[src/rtl/font_pkg.sv]
// -----------------------------------------------------------------------------
// font_pkg
// Shared defaults and types for the switch-to-glyph offset path.
//   GLYPH_SHIFT_DEF : log2 of font bytes per glyph (0x200 bytes)
//   DIGIT_W_DEF     : bits per slide-switch group
//   db_state_t      : per-channel debounce FSM state
// -----------------------------------------------------------------------------
package font_pkg;

  localparam int GLYPH_SHIFT_DEF = 9;
  localparam int DIGIT_W_DEF     = 4;

  typedef enum logic [0:0] {
    DB_IDLE     = 1'b0,
    DB_COUNTING = 1'b1
  } db_state_t;

endpackage

[src/rtl/switch_debounce.sv]
// -----------------------------------------------------------------------------
// switch_debounce
// One switch group: 2-flop synchroniser followed by a debounce FSM that only
// accepts a new level after it has been stable for DEBOUNCE_CYCLES samples.
// Ports:
//   clk_50MHz  : clock
//   rst        : asynchronous active-high reset
//   sw_raw     : raw asynchronous switch levels for this group
//   deb_value  : current debounced value (registered)
//   deb_done   : one-cycle strobe, high in the cycle a new value is accepted
//                (deb_value updates on the same clock edge)
// -----------------------------------------------------------------------------
module switch_debounce
  import font_pkg::*;
#(
  parameter int DIGIT_W         = DIGIT_W_DEF,
  parameter int DEBOUNCE_CYCLES = 500000
) (
  input  logic               clk_50MHz,
  input  logic               rst,
  input  logic [DIGIT_W-1:0] sw_raw,
  output logic [DIGIT_W-1:0] deb_value,
  output logic               deb_done
);

  localparam int CNT_W = $clog2(DEBOUNCE_CYCLES + 1);
  localparam logic [CNT_W-1:0] CNT_LIMIT = CNT_W'(DEBOUNCE_CYCLES);
  localparam logic [CNT_W-1:0] CNT_ONE   = CNT_W'(1);
  localparam logic [CNT_W-1:0] CNT_ZERO  = {CNT_W{1'b0}};

  logic [DIGIT_W-1:0] sync1_r;
  logic [DIGIT_W-1:0] sync2_r;
  logic [DIGIT_W-1:0] prev_r;
  logic [DIGIT_W-1:0] deb_r;
  logic [CNT_W-1:0]   cnt_r;
  db_state_t          state_r;

  db_state_t          state_nxt_s;
  logic [CNT_W-1:0]   cnt_nxt_s;
  logic               done_s;
  logic [DIGIT_W-1:0] deb_nxt_s;

  // State register: synchroniser, previous sample, counter, debounced value.
  always_ff @(posedge clk_50MHz or posedge rst) begin
    if (rst) begin
      sync1_r <= {DIGIT_W{1'b0}};
      sync2_r <= {DIGIT_W{1'b0}};
      prev_r  <= {DIGIT_W{1'b0}};
      deb_r   <= {DIGIT_W{1'b0}};
      cnt_r   <= CNT_ZERO;
      state_r <= DB_IDLE;
    end else begin
      sync1_r <= sw_raw;
      sync2_r <= sync1_r;
      prev_r  <= sync2_r;
      deb_r   <= deb_nxt_s;
      cnt_r   <= cnt_nxt_s;
      state_r <= state_nxt_s;
    end
  end

  // Next-state logic: count consecutive identical samples that differ from
  // the debounced value; reaching the limit accepts and returns to IDLE.
  // The counter is cleared on acceptance, so it never exceeds CNT_LIMIT.
  always_comb begin
    state_nxt_s = state_r;
    cnt_nxt_s   = cnt_r;
    done_s      = 1'b0;
    case (state_r)
      DB_IDLE: begin
        if (sync2_r != deb_r) begin
          state_nxt_s = DB_COUNTING;
          cnt_nxt_s   = CNT_ONE;
        end else begin
          state_nxt_s = DB_IDLE;
          cnt_nxt_s   = CNT_ZERO;
        end
      end
      DB_COUNTING: begin
        if (sync2_r == deb_r) begin
          state_nxt_s = DB_IDLE;
          cnt_nxt_s   = CNT_ZERO;
        end else if (sync2_r != prev_r) begin
          state_nxt_s = DB_COUNTING;
          cnt_nxt_s   = CNT_ONE;
        end else begin
          state_nxt_s = DB_COUNTING;
          cnt_nxt_s   = cnt_r + CNT_ONE;
        end
      end
      default: begin
        state_nxt_s = DB_IDLE;
        cnt_nxt_s   = CNT_ZERO;
      end
    endcase
    if ((state_nxt_s == DB_COUNTING) && (cnt_nxt_s == CNT_LIMIT)) begin
      done_s      = 1'b1;
      state_nxt_s = DB_IDLE;
      cnt_nxt_s   = CNT_ZERO;
    end else begin
      done_s      = 1'b0;
    end
  end

  // Output logic: debounced value takes the sample on acceptance.
  always_comb begin
    deb_nxt_s = deb_r;
    if (done_s) begin
      deb_nxt_s = sync2_r;
    end else begin
      deb_nxt_s = deb_r;
    end
  end

  assign deb_value = deb_r;
  assign deb_done  = done_s;

endmodule

[src/rtl/switch_glyph_decoder.sv]
// -----------------------------------------------------------------------------
// switch_glyph_decoder
// Debounces CHANNELS slide-switch groups and converts each accepted value into
// a font glyph byte offset, committed only on the frame-boundary strobe so the
// glyph never changes mid-frame.
// Ports:
//   clk_50MHz      : clock
//   rst            : asynchronous active-high reset
//   switch_bus     : raw switches, channel n at [n*DIGIT_W +: DIGIT_W]
//   vsync_pulse    : one-cycle frame-boundary strobe (commit point)
//   offset         : committed glyph offset per channel (registered)
//   offset_update  : one-cycle pulse per channel, aligned with a new offset
//   change_pending : debounced value waiting for the next vsync_pulse
// -----------------------------------------------------------------------------
module switch_glyph_decoder
  import font_pkg::*;
#(
  parameter int CHANNELS        = 2,
  parameter int DIGIT_W         = DIGIT_W_DEF,
  parameter int GLYPH_SHIFT     = GLYPH_SHIFT_DEF,
  parameter int OFFSET_W        = DIGIT_W + GLYPH_SHIFT,
  parameter int DEBOUNCE_CYCLES = 500000
) (
  input  logic                         clk_50MHz,
  input  logic                         rst,
  input  logic [CHANNELS*DIGIT_W-1:0]  switch_bus,
  input  logic                         vsync_pulse,
  output logic [CHANNELS*OFFSET_W-1:0] offset,
  output logic [CHANNELS-1:0]          offset_update,
  output logic [CHANNELS-1:0]          change_pending
);

  logic [DIGIT_W-1:0]  deb_value_s [CHANNELS];
  logic                deb_done_s  [CHANNELS];
  logic [OFFSET_W-1:0] glyph_off_s [CHANNELS];

  logic [CHANNELS*OFFSET_W-1:0] offset_r;
  logic [CHANNELS-1:0]          update_r;
  logic [CHANNELS-1:0]          pending_r;

  for (genvar g = 0; g < CHANNELS; g++) begin : g_chan
    switch_debounce #(
      .DIGIT_W         (DIGIT_W),
      .DEBOUNCE_CYCLES (DEBOUNCE_CYCLES)
    ) u_debounce (
      .clk_50MHz (clk_50MHz),
      .rst       (rst),
      .sw_raw    (switch_bus[g*DIGIT_W +: DIGIT_W]),
      .deb_value (deb_value_s[g]),
      .deb_done  (deb_done_s[g])
    );

    // Zero-extend before shifting so the top digit bits are not lost.
    assign glyph_off_s[g] = OFFSET_W'(deb_value_s[g]) << GLYPH_SHIFT;
  end

  // Commit logic: a fresh acceptance always wins over vsync, so a value that
  // completes on the vsync cycle stays pending until the following frame.
  always_ff @(posedge clk_50MHz or posedge rst) begin
    if (rst) begin
      offset_r  <= {(CHANNELS*OFFSET_W){1'b0}};
      update_r  <= {CHANNELS{1'b0}};
      pending_r <= {CHANNELS{1'b0}};
    end else begin
      for (int ch = 0; ch < CHANNELS; ch++) begin
        if (deb_done_s[ch]) begin
          pending_r[ch] <= 1'b1;
          update_r[ch]  <= 1'b0;
        end else if (vsync_pulse && pending_r[ch]) begin
          offset_r[ch*OFFSET_W +: OFFSET_W] <= glyph_off_s[ch];
          update_r[ch]  <= 1'b1;
          pending_r[ch] <= 1'b0;
        end else begin
          update_r[ch]  <= 1'b0;
        end
      end
    end
  end

  assign offset         = offset_r;
  assign offset_update  = update_r;
  assign change_pending = pending_r;

endmodule

[config.mk]
export PLATFORM = sky130hd
export DESIGN_NAME = switch_glyph_decoder
export DESIGN_NICKNAME = d
export VERILOG_FILES = /design/src/rtl/font_pkg.sv /design/src/rtl/switch_debounce.sv /design/src/rtl/switch_glyph_decoder.sv
export SDC_FILE = /design/constraint.sdc
export NUM_CORES = 1
export LEC_CHECK = 0
export BUFFER_PORTS_ARGS = -buffer_cell sky130_fd_sc_hd__buf_2
export CAP_MARGIN = 0
export CELL_PAD_IN_SITES_DETAIL_PLACEMENT = 1
export CELL_PAD_IN_SITES_GLOBAL_PLACEMENT = 2
export CORE_UTILIZATION = 30
export CTS_CLUSTER_DIAMETER = 60
export DETAILED_ROUTE_END_ITERATION = 6
export PLACE_DENSITY_LB_ADDON = 0.1
export SYNTH_ARGS = -nofsm -noshare
export SYNTH_HDL_FRONTEND = slang
export SYNTH_HIERARCHICAL = 1
export SYNTH_SLANG_ARGS = --single-unit
[constraint.sdc]
create_clock -name clk_50MHz -period 3.3 [get_ports clk_50MHz]
set_clock_uncertainty 0.1 [all_clocks]
set_input_delay 0.66 -clock clk_50MHz [delete_from_list [all_inputs] [get_ports clk_50MHz]]
set_output_delay 0.66 -clock clk_50MHz [all_outputs]
set_load 0.03 [all_outputs]
Word-level counts from Yosys, hierarchy flattened
Index checks and enable logic that the tools add are counted.
- add/subtract/negate cells: 2
- equal/unequal tests: 8
- mux-type cells: 28
- bitwise gates (word level): 4
- reduce and logical (&&, ||, !) cells: 8
- operators by type and width (operator ; number):
    $mux W19 ; 6
    $pmux W19 S2 ; 2
    $add A19 B1 Y19 const B ; 2
    $eq A19 B19 Y1 const B ; 2
    $mux W1 ; 18
    $ne A4 B4 Y1 ; 4
    $eq A4 B4 Y1 ; 2
    $logic_and A1 B1 Y1 ; 4
    $not A1 Y1 ; 4
    $pmux W1 S2 ; 2
    $reduce_and A2 Y1 ; 2
    $reduce_bool A2 Y1 ; 2
- register bits: 84
- input bits: 11
- output and inout bits: 30
- logic and storage cells: 67

Longest topological paths before layout
- word-level depth: 9
- mapped depth: 9

By module
Netlist, hierarchy kept.
- modules (own cells, without submodules) (module ; instances ; cells an instance ; area an instance (µm²)):
    switch_debounce ; 2 ; 157 ; 1769.2
    switch_glyph_decoder ; 1 ; 47 ; 576.8

Worst setup path after synthesis
OpenSTA, ideal clock, no wires.
- path kind: reg-to-reg
- start: register g_chan[0].u_debounce.cnt_r[0]
- end: register g_chan[0].u_debounce.deb_r[0]
- library setup time: 0.125 ns
- arrival time: 2.409 ns
- setup slack: 0.666 ns
- stages on the path, launching flop included: 9
- cells stage by stage: dfrtp_1 > ha_1 > nor3_1 > a31oi_1 > or4b_1 > a2111o_1 > nor4_4 > buf_6 > mux2_4
- longest elaborated chain between the ends: 7
- RTL lines (what ; RTL line ; source):
    start: declaration ; switch_debounce.sv:35 ; logic [CNT_W-1:0] cnt_r;
    start signal: assignment ; switch_debounce.sv:57 ; cnt_r <= cnt_nxt_s;
    $add A19 B1 Y19 ; switch_debounce.sv:88 ; cnt_nxt_s = cnt_r + CNT_ONE;
    $mux W19 ; switch_debounce.sv:83 ; end else if (sync2_r != prev_r) begin
    $mux W19 ; switch_debounce.sv:80 ; if (sync2_r == deb_r) begin
    $pmux W19 S2 ; switch_debounce.sv:69 ; case (state_r)
    $eq A19 B19 Y1 ; switch_debounce.sv:96 ; if ((state_nxt_s == DB_COUNTING) && (cnt_nxt_s == CNT_LIMIT)) begin
    $logic_and A1 B1 Y1 ; switch_debounce.sv:96 ;
    $mux W1 ; switch_debounce.sv:96 ;
    end signal: assignment ; switch_debounce.sv:49 ; deb_r <= {DIGIT_W{1'b0}};
    end signal: assignment ; switch_debounce.sv:56 ; deb_r <= deb_nxt_s;
    end: declaration ; switch_debounce.sv:34 ; logic [DIGIT_W-1:0] deb_r;
Every way passes these cells.
A chain may end at the register's enable or synchronous reset.

==> impl_metrics.env <==
export IMPL_status="finished, final reports clean"
export IMPL_overflow=0
export IMPL_startpoint_type="flop"
export IMPL_antenna_cells=0
export IMPL_timing_fmax_mhz=350
export IMPL_rr_worst_depth=8
export IMPL_power_internal_mw=1.67
export IMPL_met1Wirelength_mm=4.49
export IMPL_fin_crit_ns=2.86
export IMPL_placed_area_mm2=0.00434
export IMPL_rrSetupSlack_ns=0.44
export IMPL_powerDensity_mw_per_mm2=472
export IMPL_fin_util=0.349
export IMPL_critPathSlowestCell="nor4_1"
export IMPL_syn_inst=361
export IMPL_hp_class="in2async"
export IMPL_cts_made_buffers=9
export IMPL_design_area_mm2=0.00465
export IMPL_synthXorXnorAreaFrac=0.106
export IMPL_setup_tns_ns=0
export IMPL_synthAdderAreaFrac=0.00608
export IMPL_worst_path_largest_cell_delay_ns=0.55
export IMPL_core_mm2=0.0133
export IMPL_leakage_nw=2.02
export IMPL_synth_area_per_cell_um2=11.4
export IMPL_synthTopCellsByArea="dfrtp_1 51%, xnor2_1 6.8%, buf_4 4.0%, xor2_1 3.8%, nor2_1 3.3%"
export IMPL_grt_usage=0.140
export IMPL_grt_pass1_vias=2794
export IMPL_num_rows=42
export IMPL_wl_met2_mm=3.74
export IMPL_drc=0
export IMPL_grt_max_degree=37
export IMPL_hold_viol=0
export IMPL_drt_iter0_markers=102
export IMPL_r2r_start="g_chan[0].u_debounce/cnt_r[9]"
export IMPL_via_count=2657
export IMPL_finalWirelength_mm=8.76
export IMPL_crit_chain="nand3_1 -> nor4_1 -> xnor2_1 -> nand4b_1 -> nor2_1 -> o2111a_1 -> nand3b_1 -> mux2_2"
export IMPL_synth_compound_area_frac=0.0444
export IMPL_clk_pin_slew_ns=0.07
export IMPL_synthesis_area_mm2=0.00412
export IMPL_start_util=0.310
export IMPL_die_area_mm2=0.0142
export IMPL_die_h_um=119
export IMPL_synthToLayoutAreaGrowth_pct=12.9
export IMPL_grt_pass1_wl_mm=15.1
export IMPL_ant_nets=0
export IMPL_yosysUniqueCellTypes=40
export IMPL_ys_warn_count=6
export IMPL_power_mw=2.19
export IMPL_ys_seq_area_frac=0.511
export IMPL_worstSetupEndpoint="offset[12]"
export IMPL_drive_above_1_share=0.206
export IMPL_arrival_ns=2.98
export IMPL_cts_buffer_depth=2
export IMPL_hold_buffers=0
export IMPL_slew_violations=0
export IMPL_die_w_um=119
export IMPL_setup_viol_count_final=0
export IMPL_fin_nets=402
export IMPL_synth_top_family_by_area="simple AND/OR/NAND/NOR gates"
export IMPL_post_cts_resized=0
export IMPL_post_cts_setup_buffer_count=0
export IMPL_synth_top_area_frac=0.511
export IMPL_synth_simple_area_share=0.213
export IMPL_wl_met3_um=352
export IMPL_seqPwrFrac=0.484
export IMPL_yosysTopAreaCell="dfrtp_1"
export IMPL_sw_frac_of_total=0.240
export IMPL_tightest_slew_ns=0.587
export IMPL_hpwl_mm=6.20
export IMPL_cts_root_buf="clkbuf_16"
export IMPL_crit_type="reg2reg"
export IMPL_clkPwrFrac=0.471
export IMPL_ios=41
export IMPL_port_buffer_count=22
export IMPL_htreeDepth=3
export IMPL_synth_seq_cells=84
export IMPL_antenna_found_initial=0
export IMPL_cts_tree="done"
export IMPL_switching_power_mw=0.526
export IMPL_drt_pass1_iterations=4
export IMPL_clk_insertion_delay_late_ns=0.35
export IMPL_routedWlPerCell_um=15.4
export IMPL_crit_fanout=7
export IMPL_cts_num_sinks=84
export IMPL_maxCapViolCount=0
export IMPL_gp_congestion=0.713
export IMPL_worstSetupEndpointType="flop"
export IMPL_required_ns=3.43
export IMPL_routed_top_layer="met4"
export IMPL_slew_headroom=0.605
export IMPL_reg2reg_to="offset[12]"
export IMPL_rsz0062_at_grt="false"
export IMPL_setup_worst_path_start="g_chan[0].u_debounce/cnt_r[9]"
export IMPL_ir_drop_mv=0.286
export IMPL_synth_area_mux_share=0.0493
export IMPL_p_comb_frac=0.045
export IMPL_via_per_inst=4.66
export IMPL_min_period_over_period=0.866
area by class of cell:
class / instances / area, um^2
Timing Repair Buffer: 30 / 170
Multi-Input combinational cell: 248 / 1790
Tap cell: 176 / 220
Sequential cell: 84 / 2100
Clock inverter: 6 / 72.6
Inverter: 16 / 60.1
Clock buffer: 10 / 229
Fill cell: 1473 / 8650
power by group through the flow:
stage                     clock network [mW]  logic (mW)  registers (mW)
after global routing                    1.11       0.111            1.06
final                                   1.03      0.0982            1.06
after global placement                     0       0.101            1.08
after CTS                               1.07       0.102            1.06
after floorplan                            0      0.0918            1.08
after detailed placement                   0       0.101            1.08
how the worst min path moves through the flow:
| stage | start | to | slack (ns) | cells past startpoint |
|---|---|---|---|---|
| final | rst | offset_update[0] | 0.24 | 2 |
| after global routing | g_chan[1].u_debounce/sync1_r[3] | g_chan[1].u_debounce/sync2_r[3] | 0.25 | 0 |
| after CTS | rst | offset_update[1] | 0.25 | 2 |
| after detailed placement | g_chan[0].u_debounce/sync1_r[2] | g_chan[0].u_debounce/sync2_r[2] | 0.24 | 0 |
| after global placement | g_chan[0].u_debounce/sync1_r[1] | g_chan[0].u_debounce/sync2_r[1] | 0.23 | 0 |
| after floorplan | g_chan[0].u_debounce/sync1_r[0] | g_chan[0].u_debounce/sync2_r[0] | 0.23 | 0 |
layout by cell type (no fill, tap or decap), types with 3 or more instances in the layout:
master	instances
xnor2_1	32
nor4_4	4
nor4_2	4
or3_1	6
clkinv_4	3
mux2_2	10
and3_1	8
nand3_2	4
nand3_1	12
nand4b_1	4
buf_2	22
nor2_1	36
xor2_1	18
nor3_1	20
clkbuf_16	9
inv_1	16
o21bai_1	4
mux2_4	6
dfrtp_1	84
a31oi_1	4
conb_1	18
nand4_1	10
buf_4	8
nand2_1	10
nor4_1	8
state kept, by name, indices dropped and copies added, names as in the netlist:
| signal | count |
|---|---|
| change_pending | 2 |
| g_chan.u_debounce/sync2_r | 8 |
| g_chan.u_debounce/deb_value | 8 |
| g_chan.u_debounce/cnt_r | 38 |
| g_chan.u_debounce/state_r | 2 |
| offset | 8 |
| g_chan.u_debounce/sync1_r | 8 |
| g_chan.u_debounce/prev_r | 8 |
| offset_update | 2 |
Yosys cell counts, drive strengths merged:
cell type  number
a21boi          2
or3             6
nor3           20
mux2           16
nand3b          2
or4b            2
o21bai          4
and4            2
buf            28
and3b           2
a21o            2
nand2          10
nand3          16
nor3b           2
nand4b          4
clkbuf          2
conb            1
a21oi           2
o221ai          2
or4             2
dfrtp          84
nor2           36
and3            8
o21ai           2
ha              2
o2111a          2
xnor2          32
a2111o          2
nor4           16
nand4          12
a31oi           4
xor2           18
inv            16
logic make-up (layout without fill, tap and decap cells):
logic type | count (synthesis) | after routing
compound gates | 22 | 22
xor+xnor | 50 | 50
fa+ha+maj | 2 | 2
buf+inv | 46 | 62
flops | 84 | 84
mux | 16 | 16
other cells | 1 | 18
simple gates | 140 | 140
stage by stage:
stage	std cells	setup slack [ns]	hold WS (ns)
after detailed placement	554	0.428	0.236
after global routing	570	0.195	0.255
after floorplan	378	0.666	0.231
after CTS	570	0.403	0.251
after global placement	554	0.446	0.232
final	570	0.443	0.239
metal layers:
metal,GRT usage,up-vias
li1,-,1282
met1,0.197,1318
met2,0.199,45
met3,0.0383,12
met4,0.0641,0
met5,0,-
worst max-delay path: cells and delay by family (launching register included):
kind            cells  cell delay, ns
compound gates      1            0.20
flops               1            0.49
simple gates        5            1.28
mux                 1            0.37
xor+xnor            1            0.30
Power figures use the tool's default switching activity.
